File: src/rtl/tdoa_capture.sv
// rtl/tdoa_capture.sv - time-difference-of-arrival capture engine for NUM_CH PCM streams
//
// Timestamps the first sample on each channel whose magnitude reaches a
// programmable threshold, using one shared free-running sample counter.
// Once every channel has fired, it waits a settle window and then holds the
// results for the CPU until ack. If a channel never fires, the engine times
// out after the first trigger and reports a partial result.
//
// Ports:
//   pcm_clk        system clock
//   reset          synchronous, active-high reset
//   sample_en      one-cycle strobe: pcm_data is valid and one sample period has elapsed
//   pcm_data       signed samples; channel i occupies [i*DATA_W +: DATA_W]
//   threshold      unsigned magnitude threshold, latched on arm
//   arm            starts a capture from IDLE
//   ack            CPU has read the results (honoured only in REPORT)
//   trigger_time   per-channel timestamps; channel i occupies [i*TIME_W +: TIME_W]
//   trig_mask      bit i is set once channel i has triggered in this capture
//   result_valid   results are stable and ready for the CPU
//   timed_out      qualifies result_valid: the report is partial
//   busy           a capture is in progress (ARMED, CAPTURE or SETTLE)

module tdoa_capture #(
    parameter int NUM_CH          = 3,
    parameter int DATA_W          = 16,
    parameter int TIME_W          = 32,
    parameter int SETTLE_SAMPLES  = 200,
    parameter int TIMEOUT_SAMPLES = 4096
) (
    input  logic                       pcm_clk,
    input  logic                       reset,
    input  logic                       sample_en,
    input  logic [NUM_CH*DATA_W-1:0]   pcm_data,
    input  logic [DATA_W-2:0]          threshold,
    input  logic                       arm,
    input  logic                       ack,
    output logic [NUM_CH*TIME_W-1:0]   trigger_time,
    output logic [NUM_CH-1:0]          trig_mask,
    output logic                       result_valid,
    output logic                       timed_out,
    output logic                       busy
);

    localparam logic [15:0] SETTLE_LAST  = 16'(SETTLE_SAMPLES - 1);
    localparam logic [23:0] TIMEOUT_LAST = 24'(TIMEOUT_SAMPLES - 1);

    typedef enum logic [2:0] {
        S_IDLE    = 3'd0,
        S_ARMED   = 3'd1,
        S_CAPTURE = 3'd2,
        S_SETTLE  = 3'd3,
        S_REPORT  = 3'd4
    } state_t;

    state_t state;
    state_t next_state;

    logic [TIME_W-1:0]  sample_counter;
    logic [DATA_W-2:0]  threshold_reg;
    logic [23:0]        timeout_cnt;
    logic [15:0]        settle_cnt;

    logic               detect_en;
    logic [NUM_CH-1:0]  hit;
    logic               all_done;
    logic               busy_next;
    logic               valid_next;

    // Detection is only live while waiting for triggers. This keeps the
    // reset threshold of all ones from matching a saturated full-scale
    // sample while the engine sits in IDLE.
    assign detect_en = (state == S_ARMED) || (state == S_CAPTURE);

    for (genvar g = 0; g < NUM_CH; g++) begin : g_chan
        logic [DATA_W-1:0] smp;
        logic [DATA_W-1:0] neg;
        logic [DATA_W-2:0] mag;

        assign smp = pcm_data[g*DATA_W +: DATA_W];
        assign neg = ~smp + 1'b1;
        // Negating the most negative value leaves the sign bit set.
        // Saturate that case to full scale.
        assign mag = !smp[DATA_W-1] ? smp[DATA_W-2:0]
                   : (neg[DATA_W-1] ? {(DATA_W-1){1'b1}} : neg[DATA_W-2:0]);
        assign hit[g] = detect_en && sample_en && !trig_mask[g] && (mag >= threshold_reg);
    end

    // Completion includes channels that fire on this very sample.
    assign all_done = &(trig_mask | hit);

    // State register
    always_ff @(posedge pcm_clk) begin
        if (reset) begin
            state <= S_IDLE;
        end else begin
            state <= next_state;
        end
    end

    // Next-state logic
    always_comb begin
        next_state = state;
        case (state)
            S_IDLE: begin
                if (arm) next_state = S_ARMED;
            end
            S_ARMED: begin
                if (|hit) next_state = all_done ? S_SETTLE : S_CAPTURE;
            end
            S_CAPTURE: begin
                if (sample_en) begin
                    // Completion takes priority over a timeout on the same sample.
                    if (all_done) begin
                        next_state = S_SETTLE;
                    end else if (timeout_cnt == TIMEOUT_LAST) begin
                        next_state = S_REPORT;
                    end
                end
            end
            S_SETTLE: begin
                if (sample_en && (settle_cnt == SETTLE_LAST)) next_state = S_REPORT;
            end
            S_REPORT: begin
                if (ack) next_state = S_IDLE;
            end
            default: next_state = S_IDLE;
        endcase
    end

    // Output decode from the next state. The result is registered below,
    // so busy and result_valid change on the same edge as the state.
    always_comb begin
        busy_next  = 1'b0;
        valid_next = 1'b0;
        case (next_state)
            S_ARMED, S_CAPTURE, S_SETTLE: busy_next  = 1'b1;
            S_REPORT:                     valid_next = 1'b1;
            default: ;
        endcase
    end

    always_ff @(posedge pcm_clk) begin
        if (reset) begin
            busy         <= 1'b0;
            result_valid <= 1'b0;
        end else begin
            busy         <= busy_next;
            result_valid <= valid_next;
        end
    end

    // Sample counter, threshold and counters for the capture windows
    always_ff @(posedge pcm_clk) begin
        if (reset) begin
            sample_counter <= '0;
            threshold_reg  <= '1;
            timeout_cnt    <= '0;
            settle_cnt     <= '0;
        end else begin
            if (sample_en) sample_counter <= sample_counter + 1'b1;

            if ((state == S_IDLE) && arm) threshold_reg <= threshold;

            if (state == S_ARMED) begin
                timeout_cnt <= '0;
            end else if ((state == S_CAPTURE) && sample_en) begin
                timeout_cnt <= timeout_cnt + 1'b1;
            end

            if ((state != S_SETTLE) && (next_state == S_SETTLE)) begin
                settle_cnt <= '0;
            end else if ((state == S_SETTLE) && sample_en) begin
                settle_cnt <= settle_cnt + 1'b1;
            end
        end
    end

    // Capture results: these hold through REPORT and IDLE until the next arm.
    always_ff @(posedge pcm_clk) begin
        if (reset) begin
            trigger_time <= '0;
            trig_mask    <= '0;
            timed_out    <= 1'b0;
        end else if ((state == S_IDLE) && arm) begin
            trigger_time <= '0;
            trig_mask    <= '0;
            timed_out    <= 1'b0;
        end else begin
            trig_mask <= trig_mask | hit;
            for (int i = 0; i < NUM_CH; i++) begin
                // The timestamp is the counter value before this sample's increment.
                if (hit[i]) trigger_time[i*TIME_W +: TIME_W] <= sample_counter;
            end
            if ((state == S_CAPTURE) && (next_state == S_REPORT)) timed_out <= 1'b1;
        end
    end

endmodule

File: config.mk
export PLATFORM = sky130hd
export DESIGN_NAME = tdoa_capture
export DESIGN_NICKNAME = d
export VERILOG_FILES = /design/src/rtl/tdoa_capture.sv
export SDC_FILE = /design/constraint.sdc
export NUM_CORES = 1
export LEC_CHECK = 0
export ABC_CLOCK_PERIOD_IN_PS = 4700
export CAP_MARGIN = 20
export CORE_ASPECT_RATIO = 1.75
export CORE_MARGIN = 3
export CORE_UTILIZATION = 40
export DETAILED_ROUTE_END_ITERATION = 8
export MAX_ROUTING_LAYER = met4
export PLACE_DENSITY = 0.6
export REMOVE_ABC_BUFFERS = 1
export SYNTH_ARGS = -nofsm -noshare
export SYNTH_HDL_FRONTEND = slang
export SYNTH_SLANG_ARGS = --single-unit
File: constraint.sdc
create_clock -name pcm_clk -period 4.7 [get_ports pcm_clk]
set_input_delay 0.47 -clock pcm_clk [delete_from_list [all_inputs] [get_ports pcm_clk]]
set_output_delay 0.47 -clock pcm_clk [all_outputs]
set_load 0.005 [all_outputs]
== Yosys cells after proc, flatten, opt, wreduce, memory -nomap -nowiden ==
Cells that the tools add are included.

* Register bits: 192
* Input port bits: 68
* Output and inout port bits: 102
* Logic and storage cells: 77

* Add/subtract/negate cells: 6
* Order comparisons: 3
* Eq/ne operators: 11
* Multiplexer cells: 17
* Bitwise logic cells: 4
* Reduce and logical (&&, ||, !) cells: 24

{| class="wikitable"
|+ Operators with widths
! kind !! number
|-
| two-way mux 15 bit || 6
|-
| adder 16 x 1 -> 16 bit (second input constant) || 4
|-
| NOT 16 bit || 3
|-
| >= comparator 15 bit || 3
|-
| adder 32 x 1 -> 32 bit (second input constant) || 1
|-
| adder 24 x 1 -> 24 bit (second input constant) || 1
|-
| == test 24 x 12 -> 1 bit (second input constant) || 1
|-
| two-way mux 3 bit || 7
|-
| == test 16 x 8 -> 1 bit (second input constant) || 1
|-
| case mux 3 bit (5 select lines) || 1
|-
| logical AND 1 bit || 13
|-
| == test 3 x 2 -> 1 bit (second input constant) || 4
|-
| == test 3 x 1 -> 1 bit (second input constant) || 2
|-
| == test 3 bit (second input constant) || 2
|-
| OR reduction 2 bit || 3
|-
| OR reduction 3 bit || 2
|-
| zero test 1 bit || 3
|-
| zero test 3 bit || 1
|-
| two-way mux 1 bit || 3
|-
| != test 3 x 2 -> 1 bit (second input constant) || 1
|-
| bitwise OR 3 bit || 1
|-
| AND reduction 3 bit || 1
|-
| logical OR 1 bit || 1
|}

== Depth between registers and ports, before layout ==
* Word-level depth: 14
* Gate-level depth with buffers: 19
* Depth with buffers taken out: 17

== Worst setup path after synthesis ==
OpenSTA, ideal clock, no wires.

* Path type: input to register
* From: input pcm_data[35]
* To: register settle_cnt[10]
* Arrival time: 4.120 ns
* Slack: 0.457 ns
* Cell stages on the path: 18
* Path buffers: 3
* Cell sequence: nor2_1 nand3_1 or3_1 or3_1 nor3_1 nand3_1 clkbuf_1 nand2_1 ha_1 a211oi_1 nor2_1 o311a_1 a211o_1 buf_2 o21a_1 nor3_4 buf_6 o32ai_2

* Word-level cells in the longest chain between the ends: 14
* Elaborated cells on any way between the ends: 17
* Classes of those cells: 1 x add/sub; 1 x order compare; 1 x eq/ne; 7 x mux; 2 x bitwise; 5 x reduce/logical

{| class="wikitable"
|+ Ends and longest elaborated chain
! what !! line !! RTL
|-
| start: declaration || 33 || <nowiki>input logic [NUM_CH*DATA_W-1:0] pcm_data,</nowiki>
|-
| NOT 16 bit || 80 || <nowiki>assign neg = ~smp + 1'b1;</nowiki>
|-
| adder 16 x 1 -> 16 bit || 80 ||
|-
| two-way mux 15 bit || 84 || <nowiki>: (neg[DATA_W-1] ? {(DATA_W-1){1'b1}} : neg[DATA_W-2:0]);</nowiki>
|-
| two-way mux 15 bit * || 83 || <nowiki>assign mag = !smp[DATA_W-1] ? smp[DATA_W-2:0]</nowiki>
|-
| >= comparator 15 bit * || 85 || <nowiki>assign hit[g] = detect_en && sample_en && !trig_mask[g] && (mag >= threshold_reg);</nowiki>
|-
| logical AND 1 bit * || 85 ||
|-
| bitwise OR 3 bit || 89 || <nowiki>assign all_done = &(trig_mask | hit);</nowiki>
|-
| AND reduction 3 bit || 89 ||
|-
| two-way mux 3 bit or two-way mux 1 bit (tied branches) || 113, 108 ||
|-
| two-way mux 3 bit (on tied branches) || 111, 108 ||
|-
| case mux 3 bit (5 select lines) * || 103 || <nowiki>case (state)</nowiki>
|-
| == test 3 x 2 -> 1 bit * || 170 || <nowiki>if ((state != S_SETTLE) && (next_state == S_SETTLE)) begin</nowiki>
|-
| logical AND 1 bit * || 170 ||
|-
| OR reduction 2 bit (no source line) * || -- ||
|-
| end signal: assignment || 173 || <nowiki>settle_cnt <= settle_cnt + 1'b1;</nowiki>
|-
| end: declaration || 61 || <nowiki>logic [15:0] settle_cnt;</nowiki>
|}

Every way passes the cells marked *; elsewhere a longest branch is shown, timed or not.
A chain may end at the register's enable or synchronous reset.

== Final worst setup path ==
* From: input pcm_data[1]
* To: register settle_cnt[8]

Same word-level chain as after synthesis.

==> results.sh <==
export IMPL_die_area_um2=26700
export IMPL_dr_pass1_iters=4
export IMPL_antenna_found_initial=0
export IMPL_nFillCells=2323
export IMPL_setup_viol=0
export IMPL_outcome="completed"
export IMPL_reg_top3="trigger_time: 96 flops, sample_counter: 32 flops, timeout_cnt: 24 flops"
export IMPL_htree_levels=4
export IMPL_tns_ns=0
export IMPL_synthCells=1206
export IMPL_via_count=8797
export IMPL_synth_main_ff_cell="dfxtp_1"
export IMPL_clock_fmax_mhz=228
export IMPL_yosys_cell_types_count=65
export IMPL_rsz0062_at_grt="false"
export IMPL_final_common_cell="nand2_1"
export IMPL_power_total_mw=3.56
export IMPL_antennaDiodeCount=0
export IMPL_crit_required_ns=5.01
export IMPL_hold_violations=0
export IMPL_leakage_nw=4.71
export IMPL_area_delta_synth_final_pct=27.8
export IMPL_grt_overflow_total=0
export IMPL_wl_per_cell_um=16.5
export IMPL_start_kind="input port"
export IMPL_final_period_utilization=0.935
export IMPL_grt_pass1_vias=8778
export IMPL_rows=75
export IMPL_cts_made_buffers=17
export IMPL_cts_tree="built"
export IMPL_grt_max_degree=65
export IMPL_critPathKind="in -> reg"
export IMPL_finClkSkew_ns=0.0128
export IMPL_cp_end_kind="flip-flop"
export IMPL_clkLatencyLatePin_ns=0.44
export IMPL_drt_wl_total_mm=27.9
export IMPL_fin_area_um2=12600
export IMPL_port_buffer_count=169
export IMPL_gp_congestion=0.875
export IMPL_drive_gt1_frac=0.0778
export IMPL_drt_first_iter_violations=285
export IMPL_ys_warn_count=0
export IMPL_top_register="trigger_time"
export IMPL_core_area_um2=24100
export IMPL_intPower_mw=2.57
export IMPL_hold_class="reg -> reg"
export IMPL_fp_dieH_um=214
export IMPL_fin_nets=1494
export IMPL_grt_pass1_wl_mm=45.3
export IMPL_synth_edf_count=0
export IMPL_largest_reg_flops=96
export IMPL_seqPwrFrac=0.467
export IMPL_start_util=0.409
export IMPL_cts_sinks=192
export IMPL_path_clk_slew_ns=0.07
export IMPL_synthArstFlopShare=0
export IMPL_clock_path_buffers=2
export IMPL_critical_path_max_fanout=7
export IMPL_drv_slew=0
export IMPL_clockPowerShare=0.387
export IMPL_layout_common_cells="nand2_1 (265), dfxtp_1 (192), clkdlybuf4s50_1 (169)"
export IMPL_root_buffer="clkbuf_16"
export IMPL_switching_share=0.278
export IMPL_drc=0
export IMPL_max_slew_margin_rel=0.301
export IMPL_p_switching_mw=0.989
export IMPL_fin_cells=1696
export IMPL_die_w_um=125
export IMPL_avgSynthCellArea_um2=8.18
export IMPL_fin_crit_ns=4.39
export IMPL_vdd_drop_max_mv=0.304
export IMPL_synth_seq_area_share=0.390
export IMPL_ioPinCount=170
export IMPL_post_place_cells=1664
export IMPL_grtUsageTotal=0.217
export IMPL_combPwrFrac=0.146
export IMPL_syn_cell_area_um2=9870
export IMPL_synth_seq_cells=192
export IMPL_power_density_nw_per_um2=282
export IMPL_via_per_inst=5.19
export IMPL_placed_area_um2=12000
export IMPL_maxCapViolCount=0
export IMPL_worstMarginPinSlew_ns=1.05
export IMPL_dpl_hpwl_mm=20.5
export IMPL_crit_arrival_ns=4.71
export IMPL_ant_nets=0
[logic make-up after synthesis]
family                   count (synthesis)  synth area share
multiplexers                            36            0.0366
AO/OA/AOI/OAI                          203             0.138
XOR/XNOR                                97            0.0869
buffers and inverters                   92            0.0397
AND/OR/NAND/NOR                        535             0.244
adder cells (fa/ha/maj)                 51            0.0647
flip-flops                             192             0.390
[cell usage after synthesis, types with 12 or more instances]
cell type,number,share of area
nand4_1,26,0.016
o21ai_0,27,0.014
nor2_1,112,0.043
nand2_1,265,0.10
dfxtp_1,192,0.39
or3_1,15,0.0095
xnor2_1,27,0.024
xor2_1,69,0.061
nor4_1,12,0.0076
mux2i_1,35,0.036
nor3_1,13,0.0066
ha_1,51,0.065
inv_1,27,0.010
nand3_1,29,0.015
a21oi_1,87,0.044
and3_1,19,0.012
clkbuf_1,50,0.019
o211ai_1,17,0.013
[metal layers]
layer | routed length, um | share of wire | GRT usage | up-vias
met2 | 14600 | 0.52 | 0.393 | 183
met1 | 10900 | 0.39 | 0.221 | 4095
met3 | 1420 | 0.051 | 0.0558 | 32
li1 | - | - | - | 4487
met4 | 1010 | 0.036 | 0.0931 | 0
met5 | 0 | 0 | - | -
[timing repair]
item	4_1_cts	5_1_grt
setup endpoints to repair	0	14
gates resized for setup	0	2
hold buffers	0	0
setup buffers	0	0
[stage by stage]
| stage | worst slack (ns) | util | hold slack, ns |
|---|---|---|---|
| final | 0.307 | 0.523 | 0.451 |
| after global routing | 0.00337 | 0.523 | 0.474 |
| after CTS | 0.225 | 0.522 | 0.454 |
| after detailed placement | -0.246 | 0.499 | 0.446 |
| after global placement | -0.194 | 0.499 | 0.436 |
| after floorplan | -0.267 | - | 0.442 |
[power by group through the flow]
stage	clock network, mW	registers, mW	logic [mW]
2_1_floorplan	0	1.69	0.294
3_3_place_gp	0	1.70	0.518
3_5_place_dp	0	1.70	0.524
4_1_cts	1.42	1.66	0.527
5_1_grt	1.49	1.66	0.583
6_report	1.38	1.66	0.520
[layout make-up]
type	instances	area [um2]	share of cell area
sequential	192	3840	0.305
multi-input combinational	922	5670	0.450
clock buffer	20	447	0.0354
tap	308	385	0.0306
inverter	28	105	0.00833
timing repair buffer	214	2050	0.163
clock inverter	12	101	0.00804
[path summary, 6_finish.rpt]
| check | endpoint | from | cells after the start | slack, ns |
|---|---|---|---|---|
| setup / recovery | settle_cnt[8] | pcm_data[1] | 19 | 0.31 |
| hold / removal | trigger_time[16] | trigger_time[16] | 2 | 0.45 |
| setup reg to reg | settle_cnt[1] | threshold_reg[13] | 11 | 1.93 |
| hold reg to reg | trigger_time[16] | trigger_time[16] | 2 | 0.45 |
[critical path: stages]
cell             delay, ns
clkdlybuf4s50_1       0.41
or2_2                 0.31
or4_1                 0.42
or2_2                 0.30
nand2b_1              0.20
nor4_4                0.18
a21boi_0              0.12
o22a_1                0.21
ha_1                  0.32
nand4_1               0.10
or4_4                 0.43
o32ai_2               0.16
a211oi_1              0.08
buf_4                 0.16
nor4_4                0.26
nand2_2               0.15
nand3_2               0.16
buf_4                 0.18
o32ai_2               0.08
Note: power is estimated with default switching activity, not from simulation.
